$ cat config.mk
export PLATFORM = sky130hd
export DESIGN_NAME = mem_arbiter
export DESIGN_NICKNAME = d
export VERILOG_FILES = /design/src/rtl/mem_arbiter_pkg.sv /design/src/rtl/mem_arb_watchdog.sv /design/src/rtl/mem_arbiter.sv
export SDC_FILE = /design/constraint.sdc
export NUM_CORES = 1
export LEC_CHECK = 0
export ABC_AREA = 1
export CORE_MARGIN = 1
export CORE_UTILIZATION = 41
export DETAILED_ROUTE_END_ITERATION = 8
export PLACE_DENSITY = 0.87
export SLEW_MARGIN = 20
export SYNTH_ARGS = -nofsm -noshare
export SYNTH_HDL_FRONTEND = slang
export SYNTH_SLANG_ARGS = --single-unit
$ cat constraint.sdc
create_clock -name clk -period 2.6 [get_ports clk]
set_input_delay 0.39 -clock clk [delete_from_list [all_inputs] [get_ports clk]]
set_output_delay 0.39 -clock clk [all_outputs]
set_load 0.02 [all_outputs]
$ cat src/rtl/mem_arbiter_pkg.sv
// rtl/mem_arbiter_pkg.sv - state encoding, default parameters and sizing helper for mem_arbiter
package mem_arbiter_pkg;

    typedef enum logic [1:0] {
        MEM_ARB_IDLE  = 2'd0,
        MEM_ARB_GNT_I = 2'd1,
        MEM_ARB_GNT_D = 2'd2,
        MEM_ARB_RESP  = 2'd3
    } mem_arb_state_e;

    localparam int unsigned MEM_ARB_STARVE_LIMIT = 4;
    localparam int unsigned MEM_ARB_TIMEOUT      = 255;

    // Bits needed to hold values 0..max_val, never less than one.
    function automatic int unsigned cnt_width(input int unsigned max_val);
        return (max_val < 2) ? 1 : $clog2(max_val + 1);
    endfunction

endpackage

$ cat src/rtl/mem_arb_watchdog.sv
// rtl/mem_arb_watchdog.sv - load-on-grant down-counter that flags a memory access hung for TIMEOUT cycles
module mem_arb_watchdog
    import mem_arbiter_pkg::*;
#(
    parameter int unsigned TIMEOUT = MEM_ARB_TIMEOUT
) (
    input  logic clk,
    input  logic rst,
    input  logic load,
    input  logic clear,
    output logic expire
);

    generate
        if (TIMEOUT == 0) begin : g_off
            assign expire = 1'b0;
        end else begin : g_on
            localparam int unsigned CW = cnt_width(TIMEOUT - 1);
            localparam logic [CW-1:0] LOAD_VAL = CW'(TIMEOUT - 1);

            logic [CW-1:0] cnt;
            logic          running;

            // The first granted cycle counts as one, so expire lands in cycle TIMEOUT.
            always_ff @(posedge clk or negedge rst) begin
                if (!rst) begin
                    cnt     <= '0;
                    running <= 1'b0;
                end else if (load) begin
                    cnt     <= LOAD_VAL;
                    running <= 1'b1;
                end else if (clear || expire) begin
                    cnt     <= '0;
                    running <= 1'b0;
                end else if (running) begin
                    cnt <= cnt - CW'(1);
                end
            end

            assign expire = running && (cnt == '0);
        end
    endgenerate

endmodule

$ cat src/rtl/mem_arbiter.sv
// rtl/mem_arbiter.sv - shares one variable-latency memory port between fetch and data requesters
module mem_arbiter
    import mem_arbiter_pkg::*;
#(
    parameter int unsigned ADDR_W       = 32,
    parameter int unsigned DATA_W       = 32,
    parameter int unsigned STARVE_LIMIT = MEM_ARB_STARVE_LIMIT,
    parameter int unsigned TIMEOUT      = MEM_ARB_TIMEOUT
) (
    input  logic              clk,
    input  logic              rst,
    input  logic              i_req,
    input  logic [ADDR_W-1:0] i_addr,
    output logic [DATA_W-1:0] i_rdata,
    output logic              i_ready,
    input  logic              d_req,
    input  logic              d_we,
    input  logic [ADDR_W-1:0] d_addr,
    input  logic [DATA_W-1:0] d_wdata,
    output logic [DATA_W-1:0] d_rdata,
    output logic              d_ready,
    output logic              bus_err,
    output logic              m_req,
    output logic              m_we,
    output logic [ADDR_W-1:0] m_addr,
    output logic [DATA_W-1:0] m_wdata,
    input  logic [DATA_W-1:0] m_rdata,
    input  logic              m_ack
);

    localparam int unsigned SW = cnt_width(STARVE_LIMIT);
    localparam logic [SW-1:0] STREAK_MAX = SW'(STARVE_LIMIT);

    mem_arb_state_e state, state_nxt;
    logic [SW-1:0]  streak;
    logic           gnt_d;
    logic           err;
    logic           grant;
    logic           in_gnt;
    logic           resolve;
    logic           expire;

    assign in_gnt  = (state == MEM_ARB_GNT_I) || (state == MEM_ARB_GNT_D);
    assign resolve = in_gnt && (m_ack || expire);

    always_comb begin
        state_nxt = state;
        grant     = 1'b0;
        case (state)
            MEM_ARB_IDLE: begin
                // Data belongs to the older instruction and wins unless fetch has waited too long.
                if (d_req && !(i_req && streak == STREAK_MAX)) begin
                    state_nxt = MEM_ARB_GNT_D;
                    grant     = 1'b1;
                end else if (i_req) begin
                    state_nxt = MEM_ARB_GNT_I;
                    grant     = 1'b1;
                end
            end
            MEM_ARB_GNT_I, MEM_ARB_GNT_D: begin
                if (resolve) state_nxt = MEM_ARB_RESP;
            end
            MEM_ARB_RESP: state_nxt = MEM_ARB_IDLE;
            default:      state_nxt = MEM_ARB_IDLE;
        endcase
    end

    always_ff @(posedge clk or negedge rst) begin
        if (!rst) begin
            state   <= MEM_ARB_IDLE;
            streak  <= '0;
            gnt_d   <= 1'b0;
            err     <= 1'b0;
            i_rdata <= '0;
            d_rdata <= '0;
        end else begin
            state <= state_nxt;
            if (state == MEM_ARB_IDLE) begin
                if (state_nxt == MEM_ARB_GNT_D && i_req)
                    streak <= (streak == STREAK_MAX) ? streak : streak + SW'(1);
                else
                    streak <= '0;
                if (grant) begin
                    gnt_d <= (state_nxt == MEM_ARB_GNT_D);
                    err   <= 1'b0;
                end
            end
            // An ack arriving in the expiry cycle still completes the access normally.
            if (resolve) begin
                err <= !m_ack;
                if (state == MEM_ARB_GNT_D)
                    d_rdata <= m_ack ? m_rdata : '0;
                else
                    i_rdata <= m_ack ? m_rdata : '0;
            end
        end
    end

    mem_arb_watchdog #(.TIMEOUT(TIMEOUT)) u_watchdog (
        .clk    (clk),
        .rst    (rst),
        .load   (grant),
        .clear  (in_gnt && m_ack),
        .expire (expire)
    );

    assign m_req   = in_gnt;
    assign m_we    = (state == MEM_ARB_GNT_D) && d_we;
    assign m_addr  = (state == MEM_ARB_GNT_D) ? d_addr :
                     (state == MEM_ARB_GNT_I) ? i_addr : '0;
    assign m_wdata = (state == MEM_ARB_GNT_D) ? d_wdata : '0;
    assign i_ready = (state == MEM_ARB_RESP) && !gnt_d;
    assign d_ready = (state == MEM_ARB_RESP) && gnt_d;
    assign bus_err = (state == MEM_ARB_RESP) && err;

endmodule
==> summary.md <==
| Metric | Value |
|---|---|
| R2R Path End | `i_rdata[3]` |
| CP cell instances | `inv_1, ha_2, buf_12, nand2_1, inv_1, clkdlybuf4s50_1` |
| Placer Congestion | `0.790` |
| Fin Setup TNS | `0 ps` |
| GRT overflow | `0` |
| Initial antenna violation count | `1` |
| Sequential cell area fraction in the yosys report | `between 40% and 50%` |
| Max_cap viols | `0` |
| 1st-pass router iterations | `4` |
| Post-CTS Setup Inserts | `0` |
| Cell Area, Synth | `around 0.0044 mm^2` |
| Ys Warns | `0` |
| Setup violators final | `0` |
| Tot GR Track Use | `about a quarter` |
| Final worst slack | `112 ps` |
| Unrepaired setup endpoints after global routing | `false` |
| Root cell of the clock tree | `clkbuf_8` |
| Met1 usage | `around 29%` |
| Vias in the first global route | `4,578` |
| Post-Syn Instances | `536` |
| Reg area | `between 0.002 and 0.0025 mm^2` |
| DR DRC count | `0` |
| Clk Latency, worst-skew pair | `approximately 350 ps` |
| GRT busiest layer | `met2` |
| Post-Synthesis Net Count | `678` |
| Unique cell type count in the Yosys netlist | `32` |
| Final core utilization | `71.4%` |
| Worst setup startpoint | `state[0]` |
| TritonCTS clock tree | `done` |
| Number of synthesized flops with an enable pin | `0` |
| Syn_area_per_cell | `8.17 um^2` |
| Hpwl dp | `10,800 um` |
| CP startpoint kind | `register` |
| First-pass GRT wire length | `22,900 um` |
| Die span in y | `105 um` |
| Multi-input logic area | `0.00196 mm^2` |
| Antenna viol nets, final | `0` |
| Worst Skew | `14.8 ps` |
| #FFs+latches synth | `80` |
| Final hold violation count | `0` |
| Max Fanout on Critical Path | `33` |
| Min Tclk post-route | `2490 ps` |
| Longest Clk Path Bufs | `2` |
| TritonCTS Buffers | `9` |
| Crit end category | `output pin` |
| Most used cell, CP | `inv_1` |
| Final Power | `about 7.5 mW` |
| Ys flop type | `dfrtp_1` |
| Count of hold-fix buffers inserted at cts | `0` |
| Wire per inst | `15.7 um` |
| CP required | `2210 ps` |
| Post-synth ARST share | `100%` |
| Iter 0 DRT Violations | `between 300 and 400` |
| Final net count | `932` |
| Worst hold margin | `78.1 ps` |
| Area Overhead vs Synth | `68.4%` |
| VDD IR max | `579 uV` |
| Rel. slew slack | `just over 50%` |
| Fmax achieved | `402 MHz` |
| Run status | `complete, no violations` |
| Max-slew violations | `0` |
| Die Wd | `105 um` |
| Vias | `4,536` |
| Leakage power | `4.02 nW` |
| Port bufs | `around 270` |
| Critical path class | `reg -> out` |
| Slew at the pin closest to its max-slew limit | `726 ps` |
| Die ar. | `0.0111 mm^2` |
| Routed WL | `14,600 um` |
| CTS sink cnt | `80` |
| Worst path arrival time | `2100 ps` |
| Worst R2R Setup Slack | `620 ps` |
| Largest net degree at the start of global routing | `81` |
| FF-to-FF Start | `state[0]` |
| Total inserted antenna cells | `0` |
| IO Pins | `approximately 270` |
| Hold Crit Class | `in -> async` |
| Met3 Use GR | `9.03%` |
| Setup WS pre-CTS | `between 300 and 400 ps` |
| Initial core utilization | `42.4%` |
| Final-layout fill cell count | `783` |
| Register-to-Register Path Depth | `8` |
| Share of layout cells above drive strength 1 | `12.5%` |
| DR vias/cell | `4.87` |
| Core Area | `0.0103 mm^2` |
| CTS clk-pin slew, worst paths | `90 ps` |
| Pwr per Cell Area | `1020 mW/mm^2` |
| Largest stage delay on the critical path | `590 ps` |
| Core Rows | `37` |
| Crit-path slowest cell | `clkdlybuf4s50_1` |
| Met2 Use GR | `46.2%` |
| Crit share post-route | `between 90% and 100%` |
| H-tree depth | `3` |
[per-layer routing]
layer | vias to the layer above | wire (um)
li1 | 2196 | -
met1 | 2124 | 5630
met2 | 187 | 7370
met3 | 27 | 1340
met4 | 2 | 289
met5 | - | 10
[worst max-delay path by stage]
| stage | cells past startpoint | slack, ps | to |
|---|---|---|---|
| floorplan | 6 | 770 | m_addr[10] |
| global placement | 6 | 390 | m_addr[2] |
| detailed placement | 6 | 330 | m_addr[2] |
| CTS | 6 | 0.2 | m_wdata[12] |
| global route | 6 | 30 | m_wdata[19] |
| finish | 6 | 110 | m_wdata[19] |
[cells by family after synthesis]
kind of cell / count (synthesis) / share of synthesized area, %
flops: 80 / 45.7
xor+xnor: 4 / 0.800
compound gates: 82 / 14.9
buf+inv: 86 / 9.51
simple gates: 276 / 26.8
fa+ha+maj: 8 / 2.29
[layout make-up]
| class | instances | area share, % |
|---|---|---|
| clock buffer | 10 | 1.87 |
| clock inverter | 6 | 1.02 |
| inverter | 55 | 2.85 |
| multi-input combinational | 370 | 26.6 |
| sequential | 80 | 27.1 |
| tap | 136 | 2.31 |
| timing repair buffer | 274 | 38.2 |
[Yosys cell counts, drive strengths merged (4+ instances only)]
| library cell | instances | area share [%] |
|---|---|---|
| nor2 | 6 | 0.91 |
| nand2 | 222 | 20 |
| inv | 54 | 4.6 |
| dfrtp | 80 | 46 |
| buf | 22 | 4.0 |
| nand4 | 5 | 0.71 |
| ha | 8 | 2.3 |
| a21oi | 4 | 0.46 |
| o221ai | 4 | 0.80 |
| clkbuf | 9 | 0.77 |
| o21ai | 70 | 13 |
| nand3 | 40 | 4.9 |
[power by group]
part           leakage (nW)  internal, mW  switching (mW)  total (mW)
registers              1.03          1.68           0.266        1.94
clock network         0.105         0.483           0.478       0.961
logic                  2.88          1.94            2.69        4.63
[flip-flops by register name (all words and copies together), names as in the netlist]
name                     flops
d_rdata                     32
i_rdata                     32
u_watchdog.g_on.cnt          8
streak                       3
state                        2
err                          1
gnt_d                        1
u_watchdog.g_on.running      1
[stage by stage]
step | instances | cell area [um^2]
final | 931 | 7380
after global routing | 931 | 7380
after CTS | 931 | 7310
after detailed placement | 914 | 7120
after global placement | 914 | 7120
after floorplan | 536 | 4380
[worst max-delay path, delay by kind of cell, from the launching register on]
| kind | cells | cell delay, ps |
|---|---|---|
| simple gates | 1 | 80 |
| fa+ha+maj | 1 | 270 |
| flops | 1 | 420 |
| buf+inv | 4 | 980 |
[cell usage in the layout, fill, tap and decap left out, types with 2 or more instances in the layout]
master,Yosys,final
nand2_1,217,217
clkdlybuf4s50_1,0,201
dfrtp_1,80,80
o21ai_2,55,55
inv_1,49,49
dlygate4sd2_1,0,41
nand3_1,39,39
dlymetal6s2s_1,0,23
o21ai_1,12,12
clkbuf_8,0,10
ha_1,8,7
inv_2,5,5
nand4_1,5,5
buf_12,0,5
a21oi_1,4,4
o221ai_1,4,4
nor2_1,3,3
nand2_4,3,3
xor2_1,3,3
nor2_4,2,2
nand2_2,2,2
clkinvlp_4,0,2
o21ai_0,2,2
a22oi_1,2,2
clkinv_4,0,2
buf_4,0,2
[what timing repair did]
item                       CTS  global route
cloned                       1             0
resized for setup           41            24
hold endpoints to repair     0             0
setup endpoints to repair    5            18
No activity file was read; power rests on OpenSTA's default activity.
